===== config.mk =====
export PLATFORM = sky130hd
export DESIGN_NAME = icache_refill_unit_flat
export DESIGN_NICKNAME = d
export VERILOG_FILES = /design/src/rtl/icache_refill_unit_if.sv /design/src/rtl/icache_refill_unit.sv /design/src/flat_wrapper.sv
export SDC_FILE = /design/constraint.sdc
export NUM_CORES = 1
export LEC_CHECK = 0
export CAP_MARGIN = 15
export CORE_AREA = 2 2 252 254
export CTS_BUF_LIST = sky130_fd_sc_hd__clkbuf_4 sky130_fd_sc_hd__clkbuf_8
export DETAILED_ROUTE_END_ITERATION = 10
export DIE_AREA = 0 0 254 256
export SYNTH_ARGS = -nofsm -noshare
export SYNTH_HDL_FRONTEND = slang
export SYNTH_SLANG_ARGS = --single-unit

===== constraint.sdc =====
create_clock -name clk -period 2.4 [get_ports clk]
set_input_delay 0.48 -clock clk [delete_from_list [all_inputs] [get_ports clk]]
set_output_delay 0.48 -clock clk [all_outputs]
set_load 0.03 [all_outputs]

===== src/rtl/icache_refill_unit_if.sv =====
// AXI4 read-address and read-data channels between the I-cache refill engine
// (master) and the memory-side slave.
interface icache_refill_unit_if #(
  parameter int ADDR_WIDTH = 32
);
  logic                  arvalid;
  logic                  arready;
  logic [ADDR_WIDTH-1:0] araddr;
  logic [7:0]            arlen;
  logic [2:0]            arsize;
  logic [1:0]            arburst;
  logic [3:0]            arid;
  logic                  rvalid;
  logic                  rready;
  logic [31:0]           rdata;
  logic [1:0]            rresp;
  logic                  rlast;

  modport master (
    output arvalid, araddr, arlen, arsize, arburst, arid, rready,
    input  arready, rvalid, rdata, rresp, rlast
  );

  modport slave (
    input  arvalid, araddr, arlen, arsize, arburst, arid, rready,
    output arready, rvalid, rdata, rresp, rlast
  );
endinterface


===== src/rtl/icache_refill_unit.sv =====
// I-cache refill engine: turns a miss request into one AXI4 INCR burst and
// assembles the returned beats into a cache line for the main FSM.
module icache_refill_unit #(
  parameter int         ADDR_WIDTH  = 32,
  parameter int         LINE_WORDS  = 16,
  parameter int         OFFSET_BITS = 6,
  parameter logic [3:0] AXI_ID      = 4'd0
) (
  input  logic                       clk,
  input  logic                       rstn,
  input  logic                       r_req,
  input  logic [ADDR_WIDTH-1:0]      r_addr,
  input  logic                       r_data_ready,
  output logic                       r_rdy,
  output logic                       fill_finish,
  output logic [LINE_WORDS*32-1:0]   line_data,
  output logic                       refill_err,
  icache_refill_unit_if.master       axi
);

  localparam int               CNT_W    = $clog2(LINE_WORDS);
  localparam logic [CNT_W-1:0] LAST_IDX = CNT_W'(LINE_WORDS - 1);

  typedef enum logic [1:0] {IDLE, ADDR, DATA, DONE} state_t;

  state_t                   state;
  logic [CNT_W-1:0]         cnt;
  logic                     err;
  logic [ADDR_WIDTH-1:0]    araddr_q;
  logic [LINE_WORDS*32-1:0] line_q;
  logic                     beat_ok;
  logic                     last_beat;
  logic                     unused_offset;

  // The byte offset of the miss is irrelevant: the whole line is fetched.
  assign unused_offset = ^r_addr[OFFSET_BITS-1:0];

  assign beat_ok   = (state == DATA) && axi.rvalid && r_data_ready;
  assign last_beat = axi.rlast || (cnt == LAST_IDX);

  always_ff @(posedge clk or negedge rstn) begin
    if (!rstn) begin
      state    <= IDLE;
      cnt      <= '0;
      err      <= 1'b0;
      araddr_q <= '0;
      line_q   <= '0;
    end else begin
      case (state)
        IDLE: begin
          if (r_req) begin
            araddr_q <= {r_addr[ADDR_WIDTH-1:OFFSET_BITS], {OFFSET_BITS{1'b0}}};
            cnt      <= '0;
            err      <= 1'b0;
            state    <= ADDR;
          end
        end
        ADDR: begin
          if (axi.arready) state <= DATA;
        end
        DATA: begin
          if (beat_ok) begin
            for (int i = 0; i < LINE_WORDS; i++) begin
              if (cnt == CNT_W'(i)) line_q[32*i +: 32] <= axi.rdata;
            end
            // Counter saturates on the final word so it never wraps mid-burst.
            if (cnt != LAST_IDX) cnt <= cnt + 1'b1;
            // A slave error or an rlast before the final word both poison the line.
            if ((axi.rresp != 2'b00) || (axi.rlast && (cnt != LAST_IDX))) err <= 1'b1;
            if (last_beat) state <= DONE;
          end
        end
        DONE: begin
          state <= IDLE;
        end
        default: state <= IDLE;
      endcase
    end
  end

  assign axi.arvalid = (state == ADDR);
  assign axi.araddr  = araddr_q;
  assign axi.arlen   = 8'(LINE_WORDS - 1);
  assign axi.arsize  = 3'b010;
  assign axi.arburst = 2'b01;
  assign axi.arid    = AXI_ID;
  assign axi.rready  = (state == DATA) && r_data_ready;

  assign r_rdy       = (state == ADDR) && axi.arready;
  assign fill_finish = (state == DONE);
  assign refill_err  = (state == DONE) && err;
  assign line_data   = line_q;

endmodule


===== src/flat_wrapper.sv =====
// flat-port wrapper written by rule: the top's interface ports become plain ports
module icache_refill_unit_flat 
#(
  parameter int         ADDR_WIDTH  = 32,
  parameter int         LINE_WORDS  = 16,
  parameter int         OFFSET_BITS = 6,
  parameter logic [3:0] AXI_ID      = 4'd0
)
  (clk, rstn, r_req, r_addr, r_data_ready, r_rdy, fill_finish, line_data, refill_err, axi_arvalid, axi_araddr, axi_arlen, axi_arsize, axi_arburst, axi_arid, axi_rready, axi_arready, axi_rvalid, axi_rdata, axi_rresp, axi_rlast);
  icache_refill_unit_if #(.ADDR_WIDTH(ADDR_WIDTH)) axi_i ();
  input  logic clk;
  input  logic rstn;
  input  logic r_req;
  input  logic [ADDR_WIDTH-1:0] r_addr;
  input  logic r_data_ready;
  output logic r_rdy;
  output logic fill_finish;
  output logic [LINE_WORDS*32-1:0] line_data;
  output logic refill_err;
  output wire logic [$bits(axi_i.arvalid)-1:0] axi_arvalid;
  output wire logic [$bits(axi_i.araddr)-1:0] axi_araddr;
  output wire logic [$bits(axi_i.arlen)-1:0] axi_arlen;
  output wire logic [$bits(axi_i.arsize)-1:0] axi_arsize;
  output wire logic [$bits(axi_i.arburst)-1:0] axi_arburst;
  output wire logic [$bits(axi_i.arid)-1:0] axi_arid;
  output wire logic [$bits(axi_i.rready)-1:0] axi_rready;
  input wire logic [$bits(axi_i.arready)-1:0] axi_arready;
  input wire logic [$bits(axi_i.rvalid)-1:0] axi_rvalid;
  input wire logic [$bits(axi_i.rdata)-1:0] axi_rdata;
  input wire logic [$bits(axi_i.rresp)-1:0] axi_rresp;
  input wire logic [$bits(axi_i.rlast)-1:0] axi_rlast;
  assign axi_arvalid = axi_i.arvalid;
  assign axi_araddr = axi_i.araddr;
  assign axi_arlen = axi_i.arlen;
  assign axi_arsize = axi_i.arsize;
  assign axi_arburst = axi_i.arburst;
  assign axi_arid = axi_i.arid;
  assign axi_rready = axi_i.rready;
  assign axi_i.arready = axi_arready;
  assign axi_i.rvalid = axi_rvalid;
  assign axi_i.rdata = axi_rdata;
  assign axi_i.rresp = axi_rresp;
  assign axi_i.rlast = axi_rlast;
  icache_refill_unit #(.ADDR_WIDTH(ADDR_WIDTH), .LINE_WORDS(LINE_WORDS), .OFFSET_BITS(OFFSET_BITS), .AXI_ID(AXI_ID)) u_core (.clk(clk), .rstn(rstn), .r_req(r_req), .r_addr(r_addr), .r_data_ready(r_data_ready), .r_rdy(r_rdy), .fill_finish(fill_finish), .line_data(line_data), .refill_err(refill_err), .axi(axi_i));
endmodule

==> reports/results.ini, run 1 <==
[timing]
tightest_slew_ps=741
final_max_slew_viol_count=0
rsz0062_at_grt=no
setup_viol=0
max_freq_mhz=426
fin_crit_sh_pct=97.7
setup_tns_ps=0
hold_violations=0
skew_ps=50.8
relSlewSlack_pct=50.5
finalCriticalPeriod_ps=2350

[clock_tree]
htree_levels=3
cts_tree=yes
cts_sinks=545
max-clock-path-buffers=3
clk_pin_slew_ps=60
clk_latency_ps=700
clockRootBuffer=clkbuf_8
numCtsBuffers=94

[critical_path]
cp_cell_sequence=clkdlybuf4s50_1
cp.required_ps=1920
critPathBufInv=1
end_kind=output pin
worstSetupStartpointType=register
path_delay_family=buffers and inverters
slowest_delay_ps=830
crit_path_max_fanout=2
worstPathArrival_ps=1870
cp_slowest_cell=clkdlybuf4s50_1
path_class=register to output pin

[placed_design]
place_congestion=0.794
dpl.cell_count=2724
placed_cell_area_sq_um=28800
dp_hpwl_mm=47.6
port_buffers=609

[floorplanning]
fp.dieW_microns=254
core_sq_um=62400
floorplan.initialDensity_pct=33.9
rows=92
dieArea_sq_um=65000
ios=639
die_y_microns=256

[drt]
wl_per_cell_microns=23.6
drtIter0Drc=454
vias=13428
post-route-drc-count=0
drt-total-wl_mm=68.2
viasPerCell=4.64
dr.pass1.iters=4
ant_nets=0

[synthesis]
synth_top_area_share_pct=64.5
synthesis.area_sq_um=21200
synth_top_family_by_area=multiplexers
yosysTopAreaCell=dfrtp_1
synth_area_leaders=dfrtp_1, mux2_2, mux2_4
synth-simple-area-share_pct=1.32
synthArstFlopShare_pct=100
synth_cell_types=37
postSynthAreaPerCell_sq_um=16.6
synthCells=1276
ys_top_cells_by_count=dfrtp_1, mux2_2, mux2_4
yosysSeqAreaShare_pct=64.5
yosysMostFrequentCell=dfrtp_1
synth_flop_cell=dfrtp_1
yosysWarnings=0
synth_edf_count=0
yosys.area_share.xor_xnor_pct=0
synth.mux.area_fraction_pct=29.9
synth-seq-cells=545
synth_fa_ha_area_share_pct=0.473
synth-compound-area-share_pct=0.414

[pwr]
p_per_area_nw_per_um2=1040
ir_drop_mv=0.764
p_leak_nw=14.6

[global_routing]
grt.busiest_layer=met2
met2_usage_pct=35.1
grt_usage_pct=21.0
met3_usage_pct=8.36
grt_first_pass_wirelength_mm=101
grt.met1_usage_pct=24.4
grt_pass1_vias=14751
grt_max_degree=78
globalRouteOverflowTotal=0
antenna_found_initial=1

[hold_path]
hold_class=input port to asynchronous set/reset pin

[final_layout]
instances_no_fill=2894
fin_util_pct=49.5
stdcell_area_sq_um=30900
finish.net_count=2056
area_growth_pct=46.1
layout-drive-gt1-share_pct=38.4
fillCellCount=5403
diodes=0

[run]
max_cap_violations=0

[outcome]
outcome=complete, no violations

## area by class of cell
class	instances	area, sq um	area share, %
Clock inverter	16	164	0.530
Clock buffer	153	1940	6.29
Tap cell	846	1060	3.42
Inverter	6	22.5	0.0729
Timing Repair Buffer	696	7090	22.9
Multi-Input combinational cell	632	6990	22.6
Sequential cell	545	13600	44.1
## logic make-up after synthesis
group,after synthesis
flip-flops,545
buffers and inverters,120
adder cells (fa/ha/maj),8
AO/OA/AOI/OAI,11
AND/OR/NAND/NOR,48
other,2
multiplexers,542
## through the flow
step	hold WS, ps	power, mW	setup WS [ps]
2_1_floorplan	184	18.0	441
6_report	327	32.3	54.1
3_5_place_dp	430	23.2	-120
3_3_place_gp	427	23.1	-70.1
4_1_cts	262	32.6	-86.8
5_1_grt	295	33.7	5.39
## state kept, by name, indices dropped and copies added, names as in the netlist
register and count:
u_core.err 1, u_core.cnt 4, u_core.axi.araddr 26, u_core.line_data 512
u_core.state 2
## layout by cell type (no fill, tap or decap), drive strengths merged, types with 2 or more instances in the layout
master and n:
a2111oi 2, a211oi 2, and2 3, buf 88, bufinv 2, clkbuf 155, clkdlybuf4s50 599, clkinv 10
clkinvlp 3, conb 23, dfrtp 545, dlygate4sd2 2, dlymetal6s2s 3, ha 8, inv 7, mux2 539
mux2i 3, nand2 6, nand3 7, nand4 3, nand4b 2, nor2 12, nor2b 3, nor3 5
o21ai 2, o22ai 2, or4 3
## per-layer routing
layer | vias to the layer above | part of all wire (%)
li1 | 5842 | -
met1 | 6929 | 39
met2 | 557 | 49
met3 | 100 | 9.9
met4 | 0 | 2.4
met5 | - | 0
## path summary, 6_finish.rpt
kind | start | to | slack, ps | cells past startpoint
worst max-delay path | u_core.line_data[383] | line_data[383] | 50 | 1
worst min-delay path | rstn | u_core.line_data[235] | 330 | 2
worst max register to register | u_core.cnt[3] | u_core.line_data[267] | 240 | 4
worst min register to register | u_core.line_data[491] | u_core.line_data[491] | 480 | 1
max in group asynchronous | rstn | u_core.line_data[315] | 1130 | 4
min in group clk | r_addr[13] | u_core.axi.araddr[13] | 440 | 2
## power breakdown
part	switching [mW]	leakage (nW)	total (mW)	internal, mW
logic	6.09	6.08	11.0	4.91
registers	1.08	7.39	12.1	11.0
clock network	3.87	1.11	9.21	5.33
## timing repair
item | 4_1_cts | 5_1_grt
hold endpoints to repair | 34 | 0
gates resized for setup | 7 | 10
cloned | 0 | 0
setup endpoints to repair | 6 | 5
setup buffers | 0 | 0
hold buffers | 1 | 0
(Power assumes the default switching activity.)
==> run 2, diff against run 1 <==
==> constraint.sdc (replaced) <==
create_clock -name clk -period 2.9 [get_ports clk]
set_input_delay 0.58 -clock clk [delete_from_list [all_inputs] [get_ports clk]]
set_output_delay 0.58 -clock clk [all_outputs]
set_load 0.03 [all_outputs]
==> run 2 against run 1 <==
Hold slack better by 160 ps. Die area stayed put. Count of clock-buffer cells in the layout is 2 higher. Sequential cell count stayed put. Global-route usage is 0.13 points lower. Sequential power is 18% lower. Critical path type unchanged. Highest routed layer unchanged.
==> reports/results.ini, run 2 (same netlist as run 1, synthesis figures left out) <==
[outcome]
outcome=complete, no violations

[drt]
ant_nets=0
post-route-drc-count=0
vias=13478
viasPerCell=4.69
wl_per_cell_microns=23.6
drt-total-wl_mm=67.8
dr.pass1.iters=4
drtIter0Drc=609

[critical_path]
path_class=register to output pin
setup.worst_path.start=u_core.state[1]
rr_startpoint=u_core.state[0]
cp.required_ps=2320
crit_path_max_fanout=4
end_kind=output pin
worstPathArrival_ps=2120
worstSetupStartpointType=register
rrSetupSlack_ps=530
crit_path_end=r_rdy
reg2regPathDepth=6
r2r_end=u_core.line_data[36]

[pwr]
seq_power_share_pct=37.6
intPower_mw=17.5
p_sw_share_pct=34.1
finalPower_mw=26.5
power_frac_comb_pct=34.1
clockPowerShare_pct=28.4
ir_drop_mv=0.530
switchingPower_mw=9.02
p_leak_nw=14.4
p_per_area_nw_per_um2=865

[placed_design]
dp_hpwl_mm=46.9
port_buffers=609
placed_cell_area_sq_um=28500
place_congestion=0.797
pre_cts_ws_ps=306

[timing]
max_freq_mhz=371
rsz0062_at_grt=no
setup_viol=0
finalCriticalPeriod_ps=2700
fin_crit_sh_pct=93.0
setup_tns_ps=0
hold_violations=0
final_max_slew_viol_count=0
setup_ws_ps=202
relSlewSlack_pct=43.1
skew_ps=56.5
tightest_slew_ps=852

[floorplanning]
fp.dieW_microns=254
rows=92
dieArea_sq_um=65000
die_y_microns=256
ios=639
core_sq_um=62400
floorplan.initialDensity_pct=33.9

[final_layout]
layout-drive-gt1-share_pct=37.4
area_growth_pct=44.8
largest_register_ffs=512
stdcell_area_sq_um=30600
finish.net_count=2035
final_common_cell=clkdlybuf4s50_1
layout_common_cells=clkdlybuf4s50_1, dfrtp_1, mux2_2, clkbuf_8, mux2_4
fin_util_pct=49.1

[clock_tree]
htree_levels=3
numCtsBuffers=96
clockRootBuffer=clkbuf_8
max-clock-path-buffers=3
cts_sinks=545
clk_pin_slew_ps=60
clk_latency_ps=690
cts_tree=yes
postCtsSetupBuffers=0

[hold_path]
hold_class=register to register

[global_routing]
globalRouteOverflowTotal=0
grt_usage_pct=20.8
grt_max_degree=70
grt_first_pass_wirelength_mm=100
antenna_found_initial=2
grt_pass1_vias=14601

[run]
max_cap_violations=0

run 2: cell types whose count changed in the layout (fill, tap and decap cells not counted), sizes merged:
cell,previous run,this run
buf,88,64
clkdlybuf4s50,599,607
clkinv,10,7
clkinvlp,3,0
diode,0,3
dlymetal6s2s,3,0
inv,7,9
clkdlybuf4s15,1,0
dlygate4sd2,2,1
run 2: power groups by stage:
stage               sequential (mW)  combinational [mW]  clock (mW)
floorplan                      12.8                2.08           0
global placement               9.99                9.05           0
detailed placement             10.1                9.10           0
CTS                            9.96                9.12        7.75
global route                   10.1                9.45        8.08
finish                         9.95                9.03        7.51
run 2: cell type report:
cell class / count / area [sq um]
inverters: 6 / 22.5
flip-flops and latches: 545 / 13600
multi-input cells: 632 / 6980
clock buffers: 155 / 1930
fillers: 5402 / 31800
repair buffers: 673 / 6860
diodes: 3 / 7.51
well taps: 846 / 1060
clock inverters: 12 / 131
run 2: critical path, cell delays in order (launching register included):
cell and delay (ps):
dfrtp_1 400, inv_1 90, ha_1 190, and2_1 130, clkdlybuf4s50_1 660
run 2: worst min-delay path by stage:
stage | end | start | depth (start not counted)
after floorplan | u_core.axi.araddr[10] | rstn | 0
after global placement | u_core.line_data[125] | u_core.line_data[125] | 1
after detailed placement | u_core.line_data[185] | u_core.line_data[185] | 1
after CTS | u_core.axi.araddr[21] | r_addr[21] | 2
after global routing | u_core.axi.araddr[22] | r_addr[22] | 2
final | u_core.line_data[485] | u_core.line_data[485] | 1
run 2: repair_timing:
action                     CTS  global route
hold buffers                 1             0
hold endpoints to repair    56             0
setup endpoints to repair    1             0
gates resized for setup      1             0
run 2: through the flow:
step	hold slack, ps	cells
floorplan	284	1297
CTS	431	2869
detailed placement	474	2701
global route	436	2869
finish	484	2872
global placement	469	2701
run 2: routing by layer:
metal	part of all wire, %	wire length [microns]	vias to the layer above	GRT usage (%)
met5	0	0	-	0
met1	39	26600	7042	24.6
met3	9.6	6540	102	8.60
met4	2.3	1570	0	5.80
met2	49	33000	527	34.8
li1	-	-	5807	-
